--- config.mk ---
export PLATFORM = sky130hd
export DESIGN_NAME = calc_sequencer
export DESIGN_NICKNAME = d
export VERILOG_FILES = /design/src/rtl/calc_seq_pkg.sv /design/src/rtl/calc_alu.sv /design/src/rtl/calc_sequencer.sv
export SDC_FILE = /design/constraint.sdc
export NUM_CORES = 1
export LEC_CHECK = 0
export ABC_AREA = 1
export BUFFER_PORTS_ARGS = -buffer_cell sky130_fd_sc_hd__buf_2
export CAP_MARGIN = 20
export CORE_MARGIN = 8
export CORE_UTILIZATION = 60
export CTS_CLUSTER_SIZE = 25
export DETAILED_ROUTE_END_ITERATION = 10
export HOLD_SLACK_MARGIN = 0.08
export PLACE_DENSITY = 0.86
export SLEW_MARGIN = 20
export SYNTH_ARGS = -nofsm -noshare
export SYNTH_HDL_FRONTEND = slang
export SYNTH_SLANG_ARGS = --single-unit
export TNS_END_PERCENT = 30
--- constraint.sdc ---
create_clock -name clk -period 7.3 [get_ports clk]
set_clock_uncertainty 0.15 [all_clocks]
set_input_delay 1.46 -clock clk [delete_from_list [all_inputs] [get_ports clk]]
set_output_delay 1.46 -clock clk [all_outputs]
set_load 0.01 [all_outputs]
--- src/rtl/calc_seq_pkg.sv ---
// ----------------------------------------------------------------------------
// calc_seq_pkg
//
// Shared types and constants for the calculator program sequencer.
//   opcode_t : operation selected by the low nibble of an opcode byte.
//   state_t  : sequencer FSM states.
//   OPC_W    : width of the decoded opcode field.
//   PC_W     : width of the program counter (128-entry command SRAM).
//
// Both enums would otherwise share the name HALT, so opcode members carry
// an OP_ prefix and state members an ST_ prefix.
// ----------------------------------------------------------------------------
package calc_seq_pkg;

    localparam int OPC_W = 4;
    localparam int PC_W  = 7;

    typedef enum logic [OPC_W-1:0] {
        OP_HALT = 4'd0,
        OP_LDI  = 4'd1,
        OP_ADD  = 4'd2,
        OP_SUB  = 4'd3,
        OP_LDM  = 4'd4,
        OP_STM  = 4'd5,
        OP_JNZ  = 4'd6
    } opcode_t;

    typedef enum logic [2:0] {
        ST_IDLE      = 3'd0,
        ST_FETCH_OP  = 3'd1,
        ST_FETCH_ARG = 3'd2,
        ST_EXEC      = 3'd3,
        ST_MEM_RD    = 3'd4,
        ST_HALT      = 3'd5
    } state_t;

endpackage

--- src/rtl/calc_alu.sv ---
// ----------------------------------------------------------------------------
// calc_alu
//
// Purely combinational accumulator update for one instruction.
//   i_opcode     : decoded opcode (low nibble of the opcode byte)
//   i_acc        : current accumulator
//   i_operand    : operand byte
//   o_acc_next   : accumulator after the operation (modulo 256)
//   o_illegal    : opcode is outside the defined set (7..15)
//
// Operations that do not change the accumulator here (HALT, LDM, STM, JNZ
// and illegal codes) pass i_acc through; LDM's value arrives later from the
// SRAM and is handled by the sequencer.
// ----------------------------------------------------------------------------
module calc_alu
    import calc_seq_pkg::*;
(
    input  logic [OPC_W-1:0] i_opcode,
    input  logic [7:0]       i_acc,
    input  logic [7:0]       i_operand,
    output logic [7:0]       o_acc_next,
    output logic             o_illegal
);

    always_comb begin
        o_acc_next = i_acc;
        o_illegal  = 1'b0;
        case (i_opcode)
            OP_LDI:  o_acc_next = i_operand;
            OP_ADD:  o_acc_next = i_acc + i_operand;   // carry dropped
            OP_SUB:  o_acc_next = i_acc - i_operand;   // borrow dropped
            OP_HALT, OP_LDM, OP_STM, OP_JNZ: o_acc_next = i_acc;
            default: o_illegal = 1'b1;
        endcase
    end

endmodule

--- src/rtl/calc_sequencer.sv ---
// ----------------------------------------------------------------------------
// calc_sequencer
//
// Fetches {opcode, operand} byte pairs from the 128x8 command SRAM, runs
// them against an 8-bit accumulator and writes STM results back. Sole
// master of the SRAM ports while a run is in progress.
//
// Parameters
//   START_ADDR : program counter value on reset and on every start (0..127)
//   MAX_STEPS  : instruction-count watchdog limit (1..255)
//
// Ports
//   clk, reset   : clock, asynchronous active-high reset
//   start        : begin a run (honoured in IDLE and HALT only)
//   readReg      : SRAM read address (combinational from state, bit 7 = 0)
//   readData     : SRAM combinational read data
//   writeReg     : SRAM write address (bit 7 = 0)
//   writeData    : SRAM write data
//   regWrite     : SRAM write strobe, one cycle in EXEC of STM
//   acc          : accumulator
//   pc           : program counter
//   busy         : run in progress (FETCH_OP, FETCH_ARG, EXEC, MEM_RD)
//   done         : level, high in HALT
//   error        : illegal opcode or watchdog expiry; valid while done
//   o_dbg_state  : current FSM state, for observation only
//
// Handshake: start is a level sampled on the rising edge; done/error are
// levels held until the next start or reset.
//
// Latency: three cycles per instruction (FETCH_OP, FETCH_ARG, EXEC), four
// for LDM (extra MEM_RD). HALT and illegal opcodes are not counted steps.
// ----------------------------------------------------------------------------
module calc_sequencer
    import calc_seq_pkg::*;
#(
    parameter int unsigned START_ADDR = 0,
    parameter int unsigned MAX_STEPS  = 255
) (
    input  logic             clk,
    input  logic             reset,
    input  logic             start,
    output logic [7:0]       readReg,
    input  logic [7:0]       readData,
    output logic [7:0]       writeReg,
    output logic [7:0]       writeData,
    output logic             regWrite,
    output logic [7:0]       acc,
    output logic [PC_W-1:0]  pc,
    output logic             busy,
    output logic             done,
    output logic             error,
    output state_t           o_dbg_state
);

    localparam logic [PC_W-1:0] START_PC  = PC_W'(START_ADDR);
    localparam logic [7:0]      STEP_LIM  = 8'(MAX_STEPS);

    // ------------------------------------------------------------------
    // Registers
    // ------------------------------------------------------------------
    state_t            r_state;
    logic [PC_W-1:0]   r_pc;
    logic [7:0]        r_acc;
    logic [OPC_W-1:0]  r_opcode;
    logic [7:0]        r_operand;
    logic [7:0]        r_steps;
    logic              r_error;

    // ------------------------------------------------------------------
    // Next-state / output wires
    // ------------------------------------------------------------------
    state_t            w_state_next;
    logic [PC_W-1:0]   w_pc_next;
    logic [7:0]        w_acc_next;
    logic [OPC_W-1:0]  w_opcode_next;
    logic [7:0]        w_operand_next;
    logic [7:0]        w_steps_next;
    logic              w_error_next;
    logic [PC_W-1:0]   w_read_addr;
    logic [PC_W-1:0]   w_write_addr;
    logic [7:0]        w_write_data;
    logic              w_reg_write;
    logic              w_step_done;
    logic [7:0]        w_steps_inc;
    logic [7:0]        w_alu_acc;
    logic              w_alu_illegal;

    calc_alu u_alu (
        .i_opcode   (r_opcode),
        .i_acc      (r_acc),
        .i_operand  (r_operand),
        .o_acc_next (w_alu_acc),
        .o_illegal  (w_alu_illegal)
    );

    assign w_steps_inc = r_steps + 8'd1;

    // ------------------------------------------------------------------
    // State register and datapath registers
    // ------------------------------------------------------------------
    always_ff @(posedge clk or posedge reset) begin
        if (reset) begin
            r_state   <= ST_IDLE;
            r_pc      <= START_PC;
            r_acc     <= 8'd0;
            r_opcode  <= '0;
            r_operand <= 8'd0;
            r_steps   <= 8'd0;
            r_error   <= 1'b0;
        end else begin
            r_state   <= w_state_next;
            r_pc      <= w_pc_next;
            r_acc     <= w_acc_next;
            r_opcode  <= w_opcode_next;
            r_operand <= w_operand_next;
            r_steps   <= w_steps_next;
            r_error   <= w_error_next;
        end
    end

    // ------------------------------------------------------------------
    // Next-state and SRAM port logic
    // ------------------------------------------------------------------
    always_comb begin
        w_state_next   = r_state;
        w_pc_next      = r_pc;
        w_acc_next     = r_acc;
        w_opcode_next  = r_opcode;
        w_operand_next = r_operand;
        w_steps_next   = r_steps;
        w_error_next   = r_error;
        w_read_addr    = '0;
        w_write_addr   = '0;
        w_write_data   = 8'd0;
        w_reg_write    = 1'b0;
        w_step_done    = 1'b0;

        unique case (r_state)
            ST_IDLE, ST_HALT: begin
                if (start) begin
                    w_state_next = ST_FETCH_OP;
                    w_pc_next    = START_PC;
                    w_steps_next = 8'd0;
                    w_error_next = 1'b0;
                end
            end

            ST_FETCH_OP: begin
                // High nibble of the opcode byte is deliberately dropped.
                w_read_addr   = r_pc;
                w_opcode_next = readData[OPC_W-1:0];
                w_pc_next     = r_pc + 1'b1;
                w_state_next  = ST_FETCH_ARG;
            end

            ST_FETCH_ARG: begin
                w_read_addr    = r_pc;
                w_operand_next = readData;
                w_pc_next      = r_pc + 1'b1;
                w_state_next   = ST_EXEC;
            end

            ST_EXEC: begin
                if (r_opcode == OP_HALT) begin
                    w_state_next = ST_HALT;
                end else if (r_opcode == OP_LDM) begin
                    w_state_next = ST_MEM_RD;
                end else if (w_alu_illegal) begin
                    w_error_next = 1'b1;
                    w_state_next = ST_HALT;
                end else begin
                    w_acc_next  = w_alu_acc;
                    w_step_done = 1'b1;
                    if (r_opcode == OP_STM) begin
                        w_reg_write  = 1'b1;
                        w_write_addr = r_operand[PC_W-1:0];
                        w_write_data = r_acc;
                    end
                    if (r_opcode == OP_JNZ && r_acc != 8'd0) begin
                        w_pc_next = r_operand[PC_W-1:0];
                    end
                end
            end

            ST_MEM_RD: begin
                w_read_addr = r_operand[PC_W-1:0];
                w_acc_next  = readData;
                w_step_done = 1'b1;
            end

            default: w_state_next = ST_IDLE;
        endcase

        // Shared step accounting for EXEC and MEM_RD completions.
        if (w_step_done) begin
            w_steps_next = w_steps_inc;
            if (w_steps_inc == STEP_LIM) begin
                w_error_next = 1'b1;
                w_state_next = ST_HALT;
            end else begin
                w_state_next = ST_FETCH_OP;
            end
        end
    end

    // ------------------------------------------------------------------
    // Outputs
    // ------------------------------------------------------------------
    assign readReg     = {1'b0, w_read_addr};
    assign writeReg    = {1'b0, w_write_addr};
    assign writeData   = w_write_data;
    assign regWrite    = w_reg_write;
    assign acc         = r_acc;
    assign pc          = r_pc;
    assign busy        = (r_state == ST_FETCH_OP) || (r_state == ST_FETCH_ARG) ||
                         (r_state == ST_EXEC)     || (r_state == ST_MEM_RD);
    assign done        = (r_state == ST_HALT);
    assign error       = r_error;
    assign o_dbg_state = r_state;

endmodule

==> results of run 1 <==
## flip-flops by register name, summed over array words and instances, names as in the netlist
signal and count:
error 1, r_steps 8, pc 7, acc 8
r_operand 8, r_opcode 4, o_dbg_state 3
## worst max-delay path by stage
stage                               from           end  slack, ns  cells past startpoint
after global placement    o_dbg_state[0]    readReg[1]       4.22                      6
after global routing      o_dbg_state[0]    readReg[0]       3.64                      6
after floorplan           o_dbg_state[0]    readReg[5]       4.30                      6
after detailed placement  o_dbg_state[2]  writeData[3]       4.13                      6
final                     o_dbg_state[2]  writeData[3]       3.79                      6
after CTS                 o_dbg_state[2]  writeData[3]       3.79                      6
## where the power goes
| part | total, mW | internal [mW] | switching, mW | leakage, nW |
|---|---|---|---|---|
| logic | 1.10 | 0.400 | 0.700 | 1.22 |
| registers | 0.435 | 0.318 | 0.116 | 0.485 |
| clock network | 0.187 | 0.111 | 0.0763 | 0.0612 |
## cells in the mapped netlist (3+ instances only)
cell / instances / share of area, %
xor2_1: 11 / 3.4
o22ai_2: 3 / 1.3
nor3_1: 3 / 0.53
o21ai_0: 19 / 3.4
dfrtp_1: 39 / 35
ha_1: 11 / 4.9
nand2_2: 6 / 1.3
nand4_1: 9 / 2.0
inv_1: 57 / 7.6
o21ai_1: 9 / 1.6
o22ai_1: 14 / 3.1
nand3_1: 22 / 3.9
or2_2: 3 / 0.66
nor2_1: 37 / 4.9
buf_2: 3 / 0.53
inv_2: 7 / 0.93
nand2_1: 76 / 10
a21oi_1: 23 / 4.1
a21oi_2: 5 / 1.6
o211ai_1: 3 / 0.80
## area by class of cell
type                       instances  area share (%)
clock buffer                       6            2.55
clock inverter                     2            1.08
tap                               54            2.09
multi-input combinational        275            47.9
sequential                        39            30.2
timing repair buffer              55            8.59
inverter                          65            7.62
## routing by layer
layer / part of all wire, % / vias up / wire length (µm) / global-route usage [%]
li1: - / 1372 / - / -
met1: 44 / 1267 / 3130 / 24.6
met2: 48 / 93 / 3420 / 32.8
met3: 6.8 / 10 / 485 / 5.27
met4: 1.8 / 0 / 129 / 9.39
met5: 0 / - / 0 / 0
## worst max-delay path, stage by stage (launching register included)
cell	delay, ns
dfrtp_1	0.45
inv_4	0.13
nand2_2	0.10
nor2_8	0.17
nand2_1	0.36
nor2_1	0.23
buf_2	0.16
## through the flow
stage,instances,utilization [%],power [mW]
after floorplan,387,-,1.27
after CTS,496,69.9,1.72
final,496,69.9,1.72
after global placement,488,67.3,1.49
after detailed placement,488,67.3,1.52
after global routing,496,69.9,1.90
## logic make-up (layout without fill, tap and decap cells)
group	after synthesis	count (layout)	share of synthesized area [%]
xor gates and xnor gates	13	13	4.03
DFF	39	39	34.6
other	1	2	0.133
buffers and inverters	73	128	10.7
and+or+nand+nor	164	164	26.7
adders and majority gates	12	12	5.58
AOI/OAI and AO/OA	84	84	18.3
==> reports/results.txt, run 1 <==
Slew Limit Fails -> 0
Power Density -> 532 nW/µm²
Fmax -> 0.285 GHz
Critical Path RT -> 5.69 ns
Num rows -> 25
Via Count -> 2742
Final Hold Vio Count -> 0
Final Instance Area -> 3230 µm²
Post-cts sizing count -> 0
Sequential standard cell area -> 976 µm²
Crit path launch type -> flop
Final setup viols -> 0
Distinct cell type count after synthesis -> 38
Ys flop type -> dfrtp_1
Lkg Pwr -> 1.76 nW
Seq cells post-synth -> 39
Die area -> 7160 µm²
Register area share after synthesis -> 34.6%
Most frequent cells in the layout -> 76 x nand2_1, 57 x inv_1, 54 x buf_2, 39 x dfrtp_1, 37 x nor2_1
TritonRoute pass-1 iters -> 5
Reg-to-Reg End -> acc[5]
TritonCTS clock tree -> done
EDFF count, synth -> 0
Hold buffers post-CTS -> 0
Clock Latency Late Sink -> 0.29 ns
Clock root cell -> clkbuf_8
Post-Place Worst Slack -> 4.13 ns
Synth warn -> 0
Io pins -> 57
Routed WL per cell -> 14.4 µm
Post-CTS setup buffers -> 0
R2r setup slk -> 4.53 ns
Placer Congestion -> 0.929
Post-DP HPWL -> 5510 µm
Period utilization -> 48.1%
Placed cell areas -> 3120 µm²
Die width -> 84.6 µm
Clock Tree Buf Depth -> 2
Number of global-route vias before repair -> 2601
H-tree depth -> 2
Data arrival, critical path -> 1.90 ns
Min-delay src -> error
First-pass GRT wire length -> 11900 µm
Hold slack -> 0.382 ns
Reg clk slew, reported paths -> 0.07 ns
Num CTS Buffers -> 5
DRC -> 0
Crit end category -> output port
Worst relative slew slack -> 62.5%
Die Y -> 84.6 µm
Worst R2R Start -> r_operand[1]
Core area -> 4630 µm²
Synthesized area per cell -> 7.32 µm²
Largest net degree at the start of global routing -> 40
Antenna fix cells -> 0
Gate Count Post-Synth -> 386
FFs w/ async S/R, synth -> 100%
Layout fillers -> 383
Post-Syn Area -> 2820 µm²
Tmin final -> 3.51 ns
Hold EP -> error
Crit path max fanout -> 16
MaxCap Viol Count -> 0
Commonest non-fill, non-tap cell in the layout -> nand2_1
Drt initial violations -> 102
RSZ-0062 raised after global routing -> no
Detailed-route vias per instance -> 5.53
Final worst slack -> 3.79 ns
All-Layer GR Usage -> 20.3%
Layout net count -> 464
Initial core utilization -> 61.0%
Antenna violations before repair -> 0
Fin Setup TNS -> 0 ns
Hold path depth -> 2
Layout cell share with drive strength beyond 1 -> 22.2%
Routed WL -> 7160 µm
Multi-input gate area -> 1550 µm²
Status -> finished, final reports clean
Antenna Nets Post-Route -> 0
Register-to-Register Path Depth -> 15
Worst min path class -> reg -> reg
Worst vdd ir -> 286 µV
Worst-margin pin slew -> 0.560 ns
IO Port Bufs -> 54
Critical path type -> reg -> out
GR Overflow Total -> 0
Clock Sinks -> 39
Area growth, synth to finish -> 14.5%
No activity file was read; power rests on OpenSTA's default activity.
==> run 2: changes to the inputs <==
--- a/config.mk
+++ b/config.mk
@@ -9,11 +9,11 @@
 export BUFFER_PORTS_ARGS = -buffer_cell sky130_fd_sc_hd__buf_2
 export CAP_MARGIN = 20
 export CORE_MARGIN = 8
-export CORE_UTILIZATION = 60
+export CORE_UTILIZATION = 56
 export CTS_CLUSTER_SIZE = 25
 export DETAILED_ROUTE_END_ITERATION = 10
 export HOLD_SLACK_MARGIN = 0.08
-export PLACE_DENSITY = 0.86
+export PLACE_DENSITY = 0.81
 export SLEW_MARGIN = 20
 export SYNTH_ARGS = -nofsm -noshare
 export SYNTH_HDL_FRONTEND = slang
==> constraint.sdc (replaced) <==
create_clock -name clk -period 3.3 [get_ports clk]
set_clock_uncertainty 0.15 [all_clocks]
set_input_delay 0.66 -clock clk [delete_from_list [all_inputs] [get_ports clk]]
set_output_delay 0.66 -clock clk [all_outputs]
set_load 0.01 [all_outputs]
==> reports/results.txt, run 2 (synthesis gave the netlist of run 1 again) <==
Min-delay src -> r_operand[1]
Most frequent cells in the layout -> 76 x nand2_1, 57 x inv_1, 54 x buf_2, 39 x dfrtp_1, 37 x nor2_1
All-Layer GR Usage -> 20.4% (+0.058 points)
RSZ-0062 raised after global routing -> no
MaxCap Viol Count -> 0 (unchanged)
Layout cell share with drive strength beyond 1 -> 21.9% (-0.28 points)
Num CTS Buffers -> 5 (unchanged)
Worst-margin pin slew -> 0.898 ns (+0.338 ns)
Critical path type -> reg -> out
Fmax -> 0.365 GHz
Detailed-route vias per instance -> 5.49 (-0.74%)
Final Instance Area -> 3230 µm² (-0.27%)
Layout net count -> 465 (+0.22%)
Area growth, synth to finish -> 14.2%
Power Density -> 1160 nW/µm² (+120%)
Antenna violations before repair -> 0 (unchanged)
Crit path max fanout -> 17 (+1)
Pwr Total -> 3.73 mW (+120%)
Lkg Pwr -> 1.75 nW (-0.80%)
Placed cell areas -> 3140 µm² (+0.88%)
Reg clk slew, reported paths -> 0.08 ns (about the same)
Fin cells -> 513 (+3.4%)
First-pass GRT wire length -> 12400 µm (+3.6%)
Num rows -> 26 (+4.0%)
CP cell instances -> inv_2, nand3_2, nand2_2, inv_2, o22ai_1, buf_2
Commonest non-fill, non-tap cell in the layout -> nand2_1
TritonCTS clock tree -> done
IO Port Bufs -> 54 (unchanged)
Final worst slack -> 0.563 ns (-3.22 ns)
Fin Setup TNS -> 0 ns (unchanged)
Drt initial violations -> 170 (+67%)
Core area -> 4980 µm² (+7.5%)
Worst R2R Start -> r_operand[1]
Slew Limit Fails -> 0 (unchanged)
Post-Place Worst Slack -> 0.642 ns (-3.49 ns)
GR Overflow Total -> 0 (unchanged)
Number of global-route vias before repair -> 2668 (+2.6%)
Worst vdd ir -> 697 µV (+140%)
Post-DP HPWL -> 5750 µm (+4.4%)
Crit path max-delay cell type -> dfrtp_1
Io pins -> 57 (unchanged)
Crit path from -> o_dbg_state[0]
Clock Sinks -> 39 (unchanged)
CP peak stage delay -> 0.44 ns (about the same)
Hold slack -> 0.378 ns (-0.00433 ns)
Clock root cell -> clkbuf_8
Die area -> 7570 µm² (+5.8%)
Antenna fix cells -> 0 (unchanged)
Post-cts sizing count -> 0 (unchanged)
Crit path launch type -> flop
Via Count -> 2815 (+2.7%)
Initial core utilization -> 56.7% (-4.3 points)
Layout fillers -> 461 (+20%)
TritonRoute pass-1 iters -> 5 (unchanged)
Clock Latency Late Sink -> 0.29 ns (about the same)
Clock Tree Buf Depth -> 2 (unchanged)
Post-CTS setup buffers -> 0 (unchanged)
Status -> finished, final reports clean
Die Y -> 87.0 µm (+2.8%)
Tmin final -> 2.74 ns
DRC -> 0 (unchanged)
Antenna Nets Post-Route -> 0 (unchanged)
Period utilization -> 82.9%
Register-to-Register Path Depth -> 17 (+2)
Critical Path RT -> 2.49 ns (-3.20 ns)
Worst min path class -> reg -> reg
H-tree depth -> 2 (unchanged)
Cells after DPL -> 505 (+3.5%)
Final setup viols -> 0 (unchanged)
Routed WL -> 7370 µm (+3.0%)
Die width -> 87.0 µm (+2.8%)
Largest net degree at the start of global routing -> 24 (-40%)
Routed WL per cell -> 14.4 µm (-0.45%)
Placer Congestion -> 0.922 (-0.82%)
Top cell by count, worst path -> inv_2
Crit end category -> output port
Worst relative slew slack -> 40.1% (-22 points)
Hold buffers post-CTS -> 0 (unchanged)
Util after Layout -> 64.8% (-5.1 points)
Final Hold Vio Count -> 0 (unchanged)
Hold path depth -> 2 (unchanged)
Data arrival, critical path -> 1.93 ns (+0.03 ns)
run 2: changes by cell type in the layout (fill, tap and decap cells not counted), sizes merged:
| cell | change |
|---|---|
| bufinv | -1 |
| buf | +1 |
| clkbuf | +1 |
run 2: area by class of cell:
type / instances / area [µm²] / area share, %
Sequential cell: 39 / 976 / 30.3
Multi-Input combinational cell: 275 / 1550 / 48.0
Tap cell: 70 / 87.6 / 2.72
Clock inverter: 1 / 5.00 / 0.155
Inverter: 65 / 246 / 7.64
Clock buffer: 7 / 76.3 / 2.37
Timing Repair Buffer: 56 / 285 / 8.84
run 2: critical path: cells and delay by family, from the launching register on:
| kind | cells | cell delay, ns |
|---|---|---|
| AND/OR/NAND/NOR | 2 | 0.57 |
| buffers and inverters | 3 | 0.46 |
| flip-flops | 1 | 0.44 |
| AO/OA/AOI/OAI | 1 | 0.17 |
run 2: where the power goes:
part | internal (mW) | leakage, nW | switching [mW] | total, mW
clock network | 0.148 | 0.0422 | 0.165 | 0.314
logic | 0.887 | 1.22 | 1.57 | 2.46
registers | 0.704 | 0.485 | 0.254 | 0.958
run 2: final timing paths:
check / slack, ns / end
min in group asynchronous: 0.40 / r_operand[1]
max in group asynchronous: 1.92 / pc[0]
worst min register to register: 0.38 / r_operand[1]
worst max register to register: 0.61 / acc[7]
worst min-delay path: 0.38 / r_operand[1]
worst max-delay path: 0.56 / readReg[0]
run 2: layer usage:
| metal | track usage, % | vias to the layer above | wire length (µm) |
|---|---|---|---|
| li1 | - | 1379 | - |
| met1 | 26.2 | 1305 | 3290 |
| met2 | 32.4 | 117 | 3420 |
| met3 | 4.25 | 14 | 494 |
| met4 | 7.98 | 0 | 168 |
| met5 | 0 | - | 0 |
==> run 3: changes to the inputs <==
--- a/config.mk
+++ b/config.mk
@@ -5,15 +5,15 @@
 export SDC_FILE = /design/constraint.sdc
 export NUM_CORES = 1
 export LEC_CHECK = 0
-export ABC_AREA = 1
+export ABC_AREA = 0
 export BUFFER_PORTS_ARGS = -buffer_cell sky130_fd_sc_hd__buf_2
 export CAP_MARGIN = 20
 export CORE_MARGIN = 8
-export CORE_UTILIZATION = 56
+export CORE_UTILIZATION = 50
 export CTS_CLUSTER_SIZE = 25
 export DETAILED_ROUTE_END_ITERATION = 10
 export HOLD_SLACK_MARGIN = 0.08
-export PLACE_DENSITY = 0.81
+export PLACE_DENSITY = 0.76
 export SLEW_MARGIN = 20
 export SYNTH_ARGS = -nofsm -noshare
 export SYNTH_HDL_FRONTEND = slang
==> constraint.sdc (replaced) <==
create_clock -name clk -period 2.3 [get_ports clk]
set_clock_uncertainty 0.15 [all_clocks]
set_input_delay 0.46 -clock clk [delete_from_list [all_inputs] [get_ports clk]]
set_output_delay 0.46 -clock clk [all_outputs]
set_load 0.01 [all_outputs]
==> reports/results.txt, run 3 <==
H-tree depth -> 2 (unchanged)
Seq cells post-synth -> 39 (unchanged)
All-Layer GR Usage -> 20.2% (-0.16 points)
First-pass GRT wire length -> 13900 µm (+13%)
Routed WL per cell -> 18.2 µm (+27%)
Synthesized area per cell -> 8.63 µm² (+18%)
Largest area contributor in the netlist -> dfrtp_1
Clock Latency Late Sink -> 0.30 ns (about the same)
Clock Tree Buf Depth -> 2 (unchanged)
EDFF count, synth -> 0 (unchanged)
Synth warn -> 0 (unchanged)
Distinct cell type count after synthesis -> 64 (+68%)
Die width -> 91.7 µm (+5.4%)
Power share of the clock group -> 7.6% (-0.8 points)
Via Count -> 3016 (+7.1%)
Failing checks -> setup timing
Clock root cell -> clkbuf_8
Data arrival, critical path -> 2.63 ns (+0.70 ns)
CP cell instances -> and4bb_4, buf_4, nor2_4, xnor2_2, ha_4, o211a_1, o31a_1, o22ai_2, xnor2_1, a221o_1
Largest net degree at the start of global routing -> 40 (+67%)
Top area cells in the synthesized netlist -> dfrtp_1 34%, o21ai_0 5.9%, ha_1 4.8%, nand2_1 4.3%, and2_1 3.5%
Area growth, synth to finish -> 31.9%
Synth top area share -> 34.1% (-0.48 points)
Critical path type -> reg -> reg
Worst min path class -> in -> async
Dominant cell by count in the synthesized netlist -> dfrtp_1
Reg clk slew, reported paths -> 0.09 ns (about the same)
Critical Path RT -> 2.34 ns (-0.15 ns)
Most frequent cells in the layout -> 54 x buf_2, 45 x buf_4, 38 x dfrtp_1, 32 x nand2_1, 29 x o21ai_0
Antenna Nets Post-Route -> 0 (unchanged)
Worst relative slew slack -> 61.6% (+21 points)
TritonCTS clock tree -> done
Post-DP HPWL -> 6260 µm (+8.7%)
Antenna fix cells -> 0 (unchanged)
Routed WL -> 9070 µm (+23%)
Period utilization -> 113%
Antenna violations before repair -> 0 (unchanged)
IO Port Bufs -> 54 (unchanged)
Io pins -> 57 (unchanged)
Commonest non-fill, non-tap cell in the layout -> buf_2
Final setup viols -> 11 (+11)
Placer Congestion -> 0.990 (+7.5%)
R2r setup slk -> -0.29 ns (-0.90 ns)
Fin cells -> 497 (-3.1%)
Power Density -> 1790 nW/µm² (+55%)
Crit path max-delay cell type -> and4bb_4
Drt initial violations -> 263 (+55%)
CP peak stage delay -> 0.40 ns (-0.04 ns)
Num rows -> 27 (+3.8%)
Int Pwr -> 3.64 mW (+110%)
Fmax -> 0.386 GHz
Detailed-route vias per instance -> 6.07 (+11%)
Initial core utilization -> 52.0% (-4.7 points)
Number of global-route vias before repair -> 2769 (+3.8%)
FFs w/ async S/R, synth -> 100% (unchanged)
TritonRoute pass-1 iters -> 5 (unchanged)
Num CTS Buffers -> 5 (unchanged)
Tmin final -> 2.59 ns
Gate Count Post-Synth -> 332 (-14%)
Die area -> 8410 µm² (+11%)
Final Hold Vio Count -> 0 (unchanged)
Layout net count -> 447 (-3.9%)
Clock Sinks -> 39 (unchanged)
DRC -> 0 (unchanged)
Cells after DPL -> 482 (-4.6%)
Slew Limit Fails -> 0 (unchanged)
Sw frac -> 46.1% (-7.2 points)
Worst vdd ir -> 914 µV (+31%)
NetSw -> 3.12 mW (+57%)
Top Family by Delay on Critical Path -> compound AO/OA/AOI/OAI gates
Ys flop type -> dfrtp_1
Crit path launch type -> flop
Lkg Pwr -> 1.75 nW (+0.16%)
Crit end category -> flop
Register area share after synthesis -> 34.1% (-0.48 points)
RSZ-0062 raised after global routing -> yes
Final worst slack -> -0.288 ns (-0.852 ns)
Buf+Inv Stages, Crit Path -> 1 (-2)
Core area -> 5510 µm² (+11%)
Post-Syn Area -> 2860 µm² (+1.4%)
MaxCap Viol Count -> 0 (unchanged)
Worst-margin pin slew -> 0.574 ns (-0.324 ns)
Leading cell types by count after synthesis -> 39 x dfrtp_1, 34 x o21ai_0, 33 x nand2_1
Status -> finished, violations left
GR Overflow Total -> 0 (unchanged)
Crit path max fanout -> 5 (-12)
Die Y -> 91.7 µm (+5.4%)
Layout cell share with drive strength beyond 1 -> 35.8% (+14 points)
Fin Setup TNS -> -1.09 ns (-1.09 ns)
Combinational Power Share -> 72.5% (+6.6 points)
Sequential power share -> 19.9% (-5.8 points)
-- run 3: worst paths after layout --
kind | startpoint | end | cells after the start
worst max-delay path | r_opcode[2] | acc[7] | 10
worst min-delay path | reset | acc[4] | 3
worst max register to register | r_opcode[2] | acc[7] | 10
worst min register to register | r_steps[7] | r_steps[7] | 2
max in group asynchronous | reset | o_dbg_state[0] | 3
min in group clk | readData[6] | r_operand[6] | 3
-- run 3: logic make-up after synthesis --
family,share of synthesized area [%]
AO/OA/AOI/OAI,22.3
buffers and inverters,5.90
adder cells (fa/ha/maj),5.85
XOR/XNOR,4.89
flip-flops,34.1
multiplexers,4.19
other,0.131
AND/OR/NAND/NOR,22.7
-- run 3: power by group through the flow --
stage / combinational [mW] / clock, mW / sequential, mW
after floorplan: 2.62 / 0 / 1.34
after detailed placement: 4.20 / 0 / 1.32
final: 4.90 / 0.517 / 1.35
after global routing: 5.29 / 0.550 / 1.39
after CTS: 4.37 / 0.517 / 1.32
after global placement: 4.06 / 0 / 1.30
-- run 3: layout make-up --
type | instances | area (µm²)
sequential | 39 | 977
multi-input combinational | 257 | 1870
inverter | 15 | 58.8
clock buffer | 6 | 82.6
tap | 72 | 90.1
clock inverter | 2 | 16.3
timing repair buffer | 106 | 687
fill | 427 | 1730
-- run 3: timing repair --
item / CTS / global route
gates resized for setup: 10 / 34
endpoints found under the setup margin: 25 / 28
hold buffers: 0 / 0
gates cloned: 0 / 1
buffers inserted: 3 / 4
pin swaps: 10 / 15
-- run 3: per-layer routing --
layer	track usage (%)	share of wire [%]	wire, µm
met3	4.48	7.4	671
met5	0	0	0
met2	33.4	49	4400
met1	25.6	41	3750
met4	6.28	2.6	238
-- run 3: worst min-delay path, cell delays in order --
cell   delay [ns]
buf_2        0.09
inv_1        0.04
buf_4        0.44
-- run 3: per-stage QoR --
step	total power [mW]	setup slack, ns	hold slack (ns)	instance area (µm²)	util [%]
2_1_floorplan	3.95	-0.336	0.319	2870	-
3_3_place_gp	5.36	-0.233	0.334	3460	62.8
3_5_place_dp	5.53	-0.319	0.348	3460	62.8
4_1_cts	6.21	-0.221	0.139	3620	65.8
5_1_grt	7.23	-0.364	0.179	3780	68.6
6_report	6.76	-0.288	0.123	3780	68.6
